`src/rtl/neo_pkg.sv`:
```
// rtl/neo_pkg.sv - shared NeoPixel state encoding and line timing constants
package neo_pkg;

  typedef enum logic [2:0] {
    ST_SYNC    = 3'd0,
    ST_IDLE    = 3'd1,
    ST_HIGH    = 3'd2,
    ST_LOW     = 3'd3,
    ST_DISCARD = 3'd4
  } neo_state_e;

  localparam int NEO_LATCH_CYCLES = 2500;
  localparam int NEO_T1H = 35;
  localparam int NEO_T1L = 30;
  localparam int NEO_T0H = 18;
  localparam int NEO_T0L = 40;

endpackage

```
`src/rtl/neo_sync.sv`:
```
// rtl/neo_sync.sv - two-flop synchronizer with rise/fall detect on the synchronized line
module neo_sync (
  input  logic clock,
  input  logic reset,
  input  logic neo_i,
  output logic s_o,
  output logic rise_o,
  output logic fall_o
);

  logic meta_q;
  logic s_q;
  logic s_d_q;

  always_ff @(posedge clock or posedge reset) begin
    if (reset) begin
      meta_q <= 1'b0;
      s_q    <= 1'b0;
      s_d_q  <= 1'b0;
    end else begin
      meta_q <= neo_i;
      s_q    <= meta_q;
      s_d_q  <= s_q;
    end
  end

  assign s_o    = s_q;
  assign rise_o = s_q & ~s_d_q;
  assign fall_o = ~s_q & s_d_q;

endmodule

```
`src/rtl/neo_pixel_receiver.sv`:
```
// rtl/neo_pixel_receiver.sv - decodes a NeoPixel serial stream into 24-bit pixel words
module neo_pixel_receiver
  import neo_pkg::*;
#(
  parameter int NUM_PIXELS   = 5,
  parameter int BIT_THRESH   = 27,
  parameter int MIN_HIGH     = 8,
  parameter int MAX_HIGH     = 50,
  parameter int LATCH_CYCLES = NEO_LATCH_CYCLES
) (
  input  logic        clock,
  input  logic        reset,
  input  logic        neo_in,
  output logic        pixel_valid,
  output logic [23:0] pixel_data,
  output logic [2:0]  pixel_num,
  output logic        frame_done,
  output logic        frame_ok,
  output logic [3:0]  frame_pixels
);

  localparam int HI_W = $clog2(MAX_HIGH + 2);
  localparam int LO_W = $clog2(LATCH_CYCLES + 1);

  logic s, rise, fall;

  neo_sync u_sync (
    .clock  (clock),
    .reset  (reset),
    .neo_i  (neo_in),
    .s_o    (s),
    .rise_o (rise),
    .fall_o (fall)
  );

  neo_state_e        state_q;
  logic [HI_W-1:0]   hi_cnt_q;
  logic [LO_W-1:0]   lo_cnt_q;
  logic [4:0]        bit_cnt_q;
  logic [3:0]        pix_cnt_q;
  logic [23:0]       shift_q;
  logic              bad_q;
  logic              any_bits_q;
  logic              pixel_valid_q, frame_done_q, frame_ok_q;
  logic [23:0]       pixel_data_q;
  logic [2:0]        pixel_num_q;
  logic [3:0]        frame_pixels_q;

  logic              bit_d;
  logic [23:0]       word_d;
  logic              latch_d;

  // Shifting in at the MSB leaves the first received bit in bit 0 after 24 bits.
  always_comb begin
    bit_d   = (hi_cnt_q >= HI_W'(BIT_THRESH));
    word_d  = {bit_d, shift_q[23:1]};
    latch_d = ((state_q == ST_LOW) || (state_q == ST_DISCARD)) && !s &&
              (lo_cnt_q == LO_W'(LATCH_CYCLES - 1));
  end

  always_ff @(posedge clock or posedge reset) begin
    if (reset) begin
      state_q        <= ST_SYNC;
      hi_cnt_q       <= '0;
      lo_cnt_q       <= '0;
      bit_cnt_q      <= '0;
      pix_cnt_q      <= '0;
      shift_q        <= '0;
      bad_q          <= 1'b0;
      any_bits_q     <= 1'b0;
      pixel_valid_q  <= 1'b0;
      pixel_data_q   <= '0;
      pixel_num_q    <= '0;
      frame_done_q   <= 1'b0;
      frame_ok_q     <= 1'b0;
      frame_pixels_q <= '0;
    end else begin
      pixel_valid_q <= 1'b0;
      frame_done_q  <= 1'b0;
      case (state_q)
        ST_SYNC: begin
          if (s) begin
            lo_cnt_q <= '0;
          end else if (lo_cnt_q == LO_W'(LATCH_CYCLES - 1)) begin
            lo_cnt_q <= '0;
            state_q  <= ST_IDLE;
          end else begin
            lo_cnt_q <= lo_cnt_q + 1'b1;
          end
        end
        ST_IDLE: begin
          if (rise) begin
            hi_cnt_q <= HI_W'(1);
            state_q  <= ST_HIGH;
          end
        end
        ST_HIGH: begin
          if (s) begin
            if (hi_cnt_q >= HI_W'(MAX_HIGH)) begin
              bad_q    <= 1'b1;
              lo_cnt_q <= '0;
              state_q  <= ST_DISCARD;
            end else begin
              hi_cnt_q <= hi_cnt_q + 1'b1;
            end
          end else if (fall) begin
            lo_cnt_q <= LO_W'(1);
            if (hi_cnt_q < HI_W'(MIN_HIGH)) begin
              bad_q   <= 1'b1;
              state_q <= ST_DISCARD;
            end else begin
              any_bits_q <= 1'b1;
              shift_q    <= word_d;
              state_q    <= ST_LOW;
              if (bit_cnt_q == 5'd23) begin
                bit_cnt_q <= '0;
                if (pix_cnt_q < 4'(NUM_PIXELS)) begin
                  pixel_valid_q <= 1'b1;
                  pixel_data_q  <= word_d;
                  pixel_num_q   <= pix_cnt_q[2:0];
                  pix_cnt_q     <= pix_cnt_q + 1'b1;
                end else begin
                  bad_q <= 1'b1;
                end
              end else begin
                bit_cnt_q <= bit_cnt_q + 1'b1;
              end
            end
          end
        end
        ST_LOW: begin
          if (rise) begin
            hi_cnt_q <= HI_W'(1);
            state_q  <= ST_HIGH;
          end else if (lo_cnt_q != LO_W'(LATCH_CYCLES)) begin
            lo_cnt_q <= lo_cnt_q + 1'b1;
          end
        end
        ST_DISCARD: begin
          if (s) begin
            lo_cnt_q <= '0;
          end else if (lo_cnt_q != LO_W'(LATCH_CYCLES)) begin
            lo_cnt_q <= lo_cnt_q + 1'b1;
          end
        end
        default: state_q <= ST_SYNC;
      endcase

      // A discarded frame still reports itself so the host sees the error.
      if (latch_d) begin
        state_q  <= ST_IDLE;
        lo_cnt_q <= '0;
        if (any_bits_q || bad_q) begin
          frame_done_q   <= 1'b1;
          frame_ok_q     <= !bad_q && (bit_cnt_q == 5'd0);
          frame_pixels_q <= pix_cnt_q;
        end
        bit_cnt_q  <= '0;
        pix_cnt_q  <= '0;
        bad_q      <= 1'b0;
        any_bits_q <= 1'b0;
      end
    end
  end

  assign pixel_valid  = pixel_valid_q;
  assign pixel_data   = pixel_data_q;
  assign pixel_num    = pixel_num_q;
  assign frame_done   = frame_done_q;
  assign frame_ok     = frame_ok_q;
  assign frame_pixels = frame_pixels_q;

endmodule

```
`config.mk`:
```
export PLATFORM = sky130hd
export DESIGN_NAME = neo_pixel_receiver
export DESIGN_NICKNAME = d
export VERILOG_FILES = /design/src/rtl/neo_pkg.sv /design/src/rtl/neo_sync.sv /design/src/rtl/neo_pixel_receiver.sv
export SDC_FILE = /design/constraint.sdc
export NUM_CORES = 1
export LEC_CHECK = 0
export CORE_MARGIN = 3
export CORE_UTILIZATION = 30
export CTS_BUF_LIST = sky130_fd_sc_hd__clkbuf_4 sky130_fd_sc_hd__clkbuf_8 sky130_fd_sc_hd__clkbuf_16
export DETAILED_ROUTE_END_ITERATION = 7
export PLACE_DENSITY = 0.53
export SETUP_SLACK_MARGIN = 0.3
export SLEW_MARGIN = 15
export SYNTH_ARGS = -nofsm -noshare
export SYNTH_HDL_FRONTEND = slang
export SYNTH_SLANG_ARGS = --single-unit
export TNS_END_PERCENT = 100
```
`constraint.sdc`:
```
create_clock -name clock -period 8.6 [get_ports clock]
set_input_delay 1.29 -clock clock [delete_from_list [all_inputs] [get_ports clock]]
set_output_delay 1.29 -clock clock [all_outputs]
set_load 0.05 [all_outputs]
```
Word-level counts from Yosys, hierarchy flattened
Cells that the tools add are included.
- register bits: 93
- bits in latches: 0
- RAM bits: 0
- bits in read-only memories: 0
- input bits: 3
- output and inout port bits: 34
- memories: 0
- $add $sub $neg: 4
- multipliers: 0
- div/mod/pow operators: 0
- order comparisons: 4
- equal/unequal tests: 21
- shifts and indexed selects: 0
- muxes and demuxes: 57
- bitwise operators: 5
- reductions and logical operators: 27
- operators by type and width (operator ; count):
    $mux W12 ; 9
    $pmux W12 S4 ; 1
    $mux W5 ; 6
    $mux W4 ; 7
    $mux W3 ; 8
    $mux W1 ; 21
    $mux W6 ; 3
    $reduce_and A6 Y1 ; 3
    $reduce_and A4 Y1 ; 4
    $add A12 B1 Y12 const B ; 1
    $eq A12 B12 Y1 const B ; 1
    $ne A12 B12 Y1 const B ; 1
    $ne A3 B3 Y1 const B ; 4
    $pmux W3 S4 ; 1
    $pmux W6 S2 ; 1
    $reduce_bool A2 Y1 ; 5
    $ne A2 B2 Y1 const B ; 4
    $ne A4 B3 Y1 const B ; 2
    $add A6 B1 Y6 const B ; 1
    $eq A3 B2 Y1 const B ; 2
    $ge A6 B5 Y1 const B ; 1
    $ge A6 B6 Y1 const B ; 1
    $lt A6 B4 Y1 const B ; 1
    $add A5 B1 Y5 const B ; 1
    21 further kinds ; 29

Logic depth before layout (Yosys ltp)
Gate-level depths: netlist of run 1.
- word-level depth: 8
- depth in mapped cells: 10
- gate-level depth less buffers: 8

Cells and area by module
A second synthesis of run 1 with hierarchy kept.
- cells, all modules: 417
- area, all modules: 4440.5 sq um
- modules (own cells, without submodules) (module ; instances ; cells each ; area an instance (sq um)):
    neo_pixel_receiver ; 1 ; 411 ; 4346.7
    neo_sync ; 1 ; 6 ; 93.8

Least setup slack after synthesis of run 1
No wires, ideal clock.
- kind: register to register
- from: register hi_cnt_q[0]
- to: register hi_cnt_q[5]
- arrival: 2184 ps
- required time: 8521 ps
- setup slack: 6337 ps
- cell stages (with the launch flop): 8
- path buffers: 0
- cells stage by stage: dfrtp_1 inv_1 ha_1 or4_4 a311o_1 a211o_4 nor3_2 a2bb2oi_1
- cells in the longest elaborated chain, start to end: 4
- elaborated cells on any way between the ends: 7
- those cells by class: add/sub (1); order compare (1); eq/ne (1); mux (3); reduce/logical (1)
- RTL lines (item ; line ; RTL):
    start, declared ; neo_pixel_receiver.sv:37 ; logic [HI_W-1:0] hi_cnt_q;
    start signal, assigned ; neo_pixel_receiver.sv:104 ; hi_cnt_q <= hi_cnt_q + 1'b1;
    $add A6 B1 Y6 ; neo_pixel_receiver.sv:104 ;
    $mux W6 ; neo_pixel_receiver.sv:99 ; if (hi_cnt_q >= HI_W'(MAX_HIGH)) begin
    $mux W6 ; neo_pixel_receiver.sv:98 ; if (s) begin
    $pmux W6 S2 ; neo_pixel_receiver.sv:80 ; case (state_q)
Several ways; a longest one is shown, not always the timed one. The select of a mux whose other input is x is not followed.
A chain may end at the register's enable or synchronous reset.

Worst setup path in the final report of run 1
- from: register state_q[0]
- to: register pix_cnt_q[0]
- cells in the longest elaborated chain, start to end: 6
- elaborated cells on any way between the ends: 14
- those cells by class: eq/ne (5); mux (1); reduce/logical (8)
- RTL lines (item ; line ; RTL):
    start, declared ; neo_pixel_receiver.sv:36 ; neo_state_e state_q;
    start signal, assigned ; neo_pixel_receiver.sv:63 ; state_q <= ST_SYNC;
    start signal, assigned ; neo_pixel_receiver.sv:86 ; state_q <= ST_IDLE;
    start signal, assigned ; neo_pixel_receiver.sv:94 ; state_q <= ST_HIGH;
    $eq A3 B2 Y1 or $eq A3 B3 Y1 (tied branches) ; neo_pixel_receiver.sv:57 ; latch_d = ((state_q == ST_LOW) || (state_q == ST_DISCARD)) && !s &&
    $logic_or A1 B1 Y1 ; neo_pixel_receiver.sv:57 ;
    $logic_and A1 B1 Y1 (2 in series) ; neo_pixel_receiver.sv:57 ;
    $ne A2 B2 Y1 (no source line) or $reduce_bool A2 Y1 (tied branches) ; n/a ;
    $reduce_and A6 Y1 (no source line) ; n/a ;
    end signal, assigned ; neo_pixel_receiver.sv:121 ; pix_cnt_q <= pix_cnt_q + 1'b1;
    end, declared ; neo_pixel_receiver.sv:40 ; logic [3:0] pix_cnt_q;
Several ways; a longest one is shown, not always the timed one.

==> run metrics, run 1 <==
status=complete, no violations; # H-tree levels=3; WS Path Type=flop to flop; Yosys top cell area share=a little over half; RSZ-0062 raised after global routing=no; sequential element share of the synthesized area=between 50 and 60%; Hold Violations, Final=0; hold_sp=u_sync.meta_q; Synth Area per Inst=roughly 9 µm²; fmax=approximately 300 MHz; wire length per cell=about 13 µm; WHS Path Cells=0; commonest non-fill, non-tap cells in the layout=nand2_1, dfrtp_1, clkdlybuf4s50_1, o21ai_0, inv_1; vias per cell=~5; endpoint type of the worst setup path=flop; worst hold slack=between 300 and 400 ps; clock sinks=92; Startpoint Class=flop; core area=between 10,000 and 15,000 µm²; post_cts resized=0; cell leakage power=2.39 nW; Die Y=~130 µm; Synth area leader=dfrtp_1; commonest non-fill, non-tap cell in the layout=nand2_1; Skew-Pair Late Insertion Delay=approximately 340 ps; Post-Syn Instances=~460; reg-to-reg endpoint=pix_cnt_q[0]; Seq cells post-synth=just over 90; Site Rows=42; Hold-fix buffers, CTS=0; TritonCTS buffer count=9; Multi-input gate area=between 1500 and 2000 µm²; CP startpoint=state_q[0]; critical path peak fanout=33; final WL=9.01 mm; Diodes inserted=0; vias in the first global route=approximately 3,200; WP data required=slightly below 9000 ps; area grow syn2layout=19.3%; fin. max-slew vios=0; GRT Total Usage=between 10% and 20%; Worst slew margin=about 26%; Die Width=between 100 and 150 µm; register-to-register setup slack=approximately 5300 ps; residual DRC count=0; layout net count=about 500; initial antenna violation count=0; Root Buffer=clkbuf_16; Post-DP HPWL=approximately 5.9 mm; CTS tree=built; largest net degree at the start of global routing=75; fin crit share=38.9%; Max clock buf depth=2; total power divided by cell area=172 nW/µm²; FILL cells=1,398; Final setup viols=0; Post CTS Setup Buffer Count=0; Cell Area, Synth=4270 µm²; grt ovf=0; Max-Cap Viols=0; first-pass GRT wire length=around 16 mm; Post-synth EDFFs=0; port bufs=36; warning count from the yosys run=0; Placer Congestion=0.778; WP data arrival=about 3600 ps; Clock Skew=9.66 ps; Clock transition at path regs=approximately 70 ps; worst hold path class=flop to flop; Ports=37; Post-synth ARST share=between 90% and 100%; First-pass DRT Iterations=7; Worst R2R Path Depth=7; syn_nets=~480; Iter 0 DRT Violations=between 200 and 250; worst slew pin tran=1120 ps; Netlist cell types=slightly above 60; total negative slack=0 ps; final critical-path required period=approximately 3300 ps; worst vdd ir=~0.13 mV; fraction of layout cells with a size suffix above 1=8.42%; Starting Density=31.5%; die area=around 16,000 µm²; dominant cells by area after synthesis=dfrtp_1, nand2_1, o21ai_0, ha_1, nand3_1; worst r2r src=state_q[0]; Sequential Area=approximately 2300 µm²; Top FF cell, synth=dfrtp_1; post-route ant nets=0; Hold Path End=u_sync.s_o; Via Count=between 3,000 and 4,000
## cells by family (layout without fill, tap and decap cells)
group / Yosys count / in the layout / synth area share [%]
DFF: 92 / 92 / 53.9
and+or+nand+nor: 237 / 237 / 24.9
adders and majority gates: 8 / 8 / 2.34
xor gates and xnor gates: 2 / 2 / 0.410
muxes: 5 / 5 / 1.29
buffers and inverters: 38 / 73 / 3.63
AOI/OAI and AO/OA: 82 / 82 / 13.5
## power breakdown
group | leakage [nW] | switching [mW] | internal [mW]
registers | 1.28 | 0.00323 | 0.435
logic | 0.958 | 0.0160 | 0.00633
clock network | 0.151 | 0.181 | 0.233
total | 2.39 | 0.201 | 0.674
## final cells by class
type	count	area share [%]
sequential	92	45.2
multi-input combinational	334	35.6
timing repair buffer	38	7.37
clock buffer	9	4.42
tap	176	4.32
clock inverter	7	1.69
inverter	19	1.42
## cells in the mapped netlist, types with 3 or more instances
| cell type | instances |
|---|---|
| nand2b_1 | 5 |
| a2bb2oi_1 | 4 |
| dfrtp_1 | 92 |
| nand2_1 | 168 |
| o22ai_1 | 3 |
| nand4_1 | 3 |
| o31ai_1 | 9 |
| buf_2 | 4 |
| a31oi_1 | 9 |
| nand3_1 | 14 |
| o21ai_0 | 22 |
| nor2b_1 | 4 |
| mux2_2 | 4 |
| or2_2 | 3 |
| or3_1 | 5 |
| nor3_1 | 3 |
| nor2_1 | 13 |
| ha_1 | 8 |
| clkbuf_1 | 13 |
| a21oi_1 | 12 |
| inv_1 | 18 |
## critical path, stage by stage (launching register included)
cell and delay [ps]:
dfrtp_1 600, nor3b_2 500, nand4_1 140, buf_4 250, or3b_1 860, inv_2 600, xnor2_1 170, nor2_1 60
## state kept, by name, indices dropped and copies added (netlist names)
| name | flops |
|---|---|
| pixel_valid | 1 |
| frame_ok | 1 |
| state_q | 3 |
| bad_q | 1 |
| hi_cnt_q | 6 |
| pix_cnt_q | 4 |
| lo_cnt_q | 12 |
| pixel_data | 24 |
| frame_done | 1 |
| u_sync.meta_q | 1 |
| u_sync.s_o | 1 |
| bit_cnt_q | 5 |
| shift_q | 23 |
| u_sync.s_d_q | 1 |
| frame_pixels | 4 |
| any_bits_q | 1 |
| pixel_num | 3 |
## layer usage
layer,wire length [µm],vias up,global-route usage [%]
li1,-,1643,-
met1,4310,1611,16.9
met3,288,2,2.86
met5,0,-,0
met4,41,0,3.32
met2,4370,51,19.3
## metrics by stage
| step | power [mW] | utilization [%] | cells | setup WS [ps] | instance area [µm²] |
|---|---|---|---|---|---|
| 2_1_floorplan | 0.462 | - | 464 | 4920 | 4270 |
| 3_3_place_gp | 0.470 | 35.3 | 659 | 5310 | 4780 |
| 3_5_place_dp | 0.470 | 35.3 | 659 | 5180 | 4780 |
| 4_1_cts | 0.890 | 37.6 | 675 | 5190 | 5100 |
| 5_1_grt | 0.914 | 37.6 | 675 | 4880 | 5100 |
| 6_report | 0.874 | 37.6 | 675 | 5260 | 5100 |
## worst max-delay path by stage
stage / endpoint / slack [ps] / cells past startpoint
finish: pix_cnt_q[0] / 5260 / 7
global route: pix_cnt_q[3] / 4880 / 7
CTS: pix_cnt_q[3] / 5190 / 7
detailed placement: pix_cnt_q[3] / 5180 / 7
global placement: pix_cnt_q[0] / 5310 / 7
floorplan: any_bits_q / 4920 / 1
Power figures use the tool's default switching activity.
==> run 2, diff against run 1 <==
--- a/config.mk
+++ b/config.mk
@@ -9,7 +9,7 @@
 export CORE_UTILIZATION = 30
 export CTS_BUF_LIST = sky130_fd_sc_hd__clkbuf_4 sky130_fd_sc_hd__clkbuf_8 sky130_fd_sc_hd__clkbuf_16
 export DETAILED_ROUTE_END_ITERATION = 7
-export PLACE_DENSITY = 0.53
+export PLACE_DENSITY = 0.55
 export SETUP_SLACK_MARGIN = 0.3
 export SLEW_MARGIN = 15
 export SYNTH_ARGS = -nofsm -noshare
==> constraint.sdc (replaced) <==
create_clock -name clock -period 2.92 [get_ports clock]
set_input_delay 0.438 -clock clock [delete_from_list [all_inputs] [get_ports clock]]
set_output_delay 0.438 -clock clock [all_outputs]
set_load 0.05 [all_outputs]
==> run metrics, run 2 (synthesis results as in run 1) <==
worst r2r src=state_q[1] (was state_q[0]); vias in the first global route=3,122 (was 3,211); residual DRC count=0 (unchanged); worst hold slack=348 ps (about the same); Worst slew margin=50.2% (was 25.6%); commonest non-fill, non-tap cells in the layout=nand2_1, dfrtp_1, clkdlybuf4s50_1, o21ai_0, inv_1 (unchanged); Max clock buf depth=2 (unchanged); Die Y=125 µm (unchanged); Final setup viols=0 (unchanged); wire length per cell=12.9 µm (was 13.3 µm); FILL cells=1,363 (was 1,398); Worst path slowest cell=o22ai_1 (was or3b_1); worst slew pin tran=747 ps (was 1120 ps); Post-Place Cell Area=4840 µm² (was 4780 µm²); Buf/Inv on CP=1 (was 2); core area=13,600 µm² (unchanged); total power divided by cell area=499 nW/µm² (was 172 nW/µm²); Skew-Pair Late Insertion Delay=340 ps (about the same); layout net count=511 (was 505); GRT Total Usage=11.8% (was 12.2%); total power=2.58 mW (was 874 µW); critical path peak fanout=12 (was 33); Startpoint Class=flop (unchanged); die area=15,700 µm² (unchanged); worst hold path class=flop to flop (unchanged); max reg flops=24 (unchanged); CTS tree=built (unchanged); cells along the critical path=nor3b_2 > buf_4 > o22ai_1 > nand3_1 > o311ai_0 (was nor3b_2 > nand4_1 > buf_4 > or3b_1 > inv_2 > xnor2_1 > nor2_1); WS Path Type=flop to flop (unchanged); status=complete, no violations (unchanged); Via Count=3,282 (was 3,307); reg-to-reg endpoint=lo_cnt_q[4] (was pix_cnt_q[0]); Hold Violations, Final=0 (unchanged); hold_sp=u_sync.meta_q (unchanged); final core occ=38.2% (was 37.6%); fin. max-slew vios=0 (unchanged); Iter 0 DRT Violations=272 (was 237); Ports=37 (unchanged); Site Rows=42 (unchanged); clock sinks=92 (unchanged); post-route ant nets=0 (unchanged); CP startpoint=state_q[1] (was state_q[0]); worst vdd ir=0.286 mV (was 0.125 mV); Starting Density=31.5% (unchanged); fmax=408 MHz (was 299 MHz); final WL=8.78 mm (was 9.01 mm); Max-Cap Viols=0 (unchanged); WP data arrival=2670 ps (was 3560 ps); Post CTS Setup Buffer Count=0 (unchanged); slowest stage delay, CP=600 ps (was 860 ps); area grow syn2layout=21.1% (was 19.3%); Worst R2R Path Depth=5 (was 7); Root Buffer=clkbuf_16 (unchanged); Clock Skew=6.43 ps (was 9.66 ps); cell leakage power=2.42 nW (was 2.39 nW); commonest non-fill, non-tap cell in the layout=nand2_1 (unchanged); Diodes inserted=0 (unchanged); Hold-fix buffers, CTS=0 (unchanged); Placer Congestion=0.794 (was 0.778); fraction of layout cells with a size suffix above 1=9.70% (was 8.42%); RSZ-0062 raised after global routing=no (unchanged); Post-DP HPWL=5.95 mm (was 5.92 mm); port bufs=36 (unchanged); endpoint type of the worst setup path=flop (unchanged); TritonCTS buffer count=9 (unchanged); First-pass DRT Iterations=4 (was 7); grt ovf=0 (unchanged); Hold Path End=u_sync.s_o (unchanged); final critical-path required period=2450 ps (was 3340 ps); Die Width=125 µm (unchanged); WHS Path Cells=0 (unchanged); first-pass GRT wire length=15.4 mm (was 16.0 mm); WP data required=3140 ps (was 8810 ps); Clock transition at path regs=70 ps (about the same); Crit path max-delay family=compound AO/OA/AOI/OAI gates (was simple AND/OR/NAND/NOR gates); fin crit share=83.9% (was 38.9%); register-to-register setup slack=470 ps (was 5260 ps); initial antenna violation count=0 (unchanged); Final Cell Area=5170 µm² (was 5100 µm²); largest net degree at the start of global routing=66 (was 75); vias per cell=4.82 (was 4.90); # H-tree levels=3 (unchanged); total negative slack=0 ps (unchanged)
-- run 2: cell count changes in the layout (fill, tap and decap cells not counted), sizes merged --
| cell | change |
|---|---|
| buf | +6 |
| clkbuf | +1 |
| clkinv | -1 |
-- run 2: repair_timing --
item	in CTS	in global routing
hold endpoints to repair	0	0
setup endpoints to repair	0	3
resized for setup	0	2
-- run 2: stage by stage --
| step | cells | worst slack (ps) |
|---|---|---|
| 5_1_grt | 681 | 303 |
| 4_1_cts | 681 | 384 |
| 6_report | 681 | 470 |
| 2_1_floorplan | 464 | 657 |
| 3_3_place_gp | 665 | 440 |
| 3_5_place_dp | 665 | 385 |
-- run 2: worst max-delay path by stage --
stage	endpoint	slack, ps	depth (start not counted)
4_1_cts	lo_cnt_q[8]	380	7
3_5_place_dp	lo_cnt_q[8]	380	7
2_1_floorplan	hi_cnt_q[5]	660	7
3_3_place_gp	lo_cnt_q[8]	440	7
5_1_grt	lo_cnt_q[10]	300	5
6_report	lo_cnt_q[4]	470	5
-- run 2: report_power, final --
group	total, mW	switching [mW]	internal, mW	leakage, nW
logic	0.0693	0.0478	0.0215	0.989
clock network	1.22	0.514	0.705	0.156
registers	1.29	0.00930	1.28	1.28
total	2.58	0.571	2.01	2.42
-- run 2: worst reg2reg max path: cells and delay by family (launching register included) --
kind,cells,cell delay [ps]
simple gates,2,600
buf+inv,1,180
flops,1,530
compound gates,2,1020
-- run 2: layout make-up --
cell class                 instances  area, µm²  share of cell area (%)
timing repair buffer              44        433                    8.37
multi-input combinational        334       1830                    35.3
inverter                          19       75.1                    1.45
tap                              176        220                    4.26
clock buffer                      10        239                    4.62
sequential                        92       2300                    44.5
clock inverter                     6       76.3                    1.48
-- run 2: per-layer routing --
layer / track usage [%] / share of wire (%) / wire, µm / vias up
met5: 0 / 0 / 0 / -
met4: 3.25 / 1.2 / 104 / 0
met3: 3.24 / 3.7 / 329 / 5
met2: 18.4 / 46 / 4080 / 47
met1: 16.2 / 49 / 4270 / 1581
li1: - / - / - / 1649
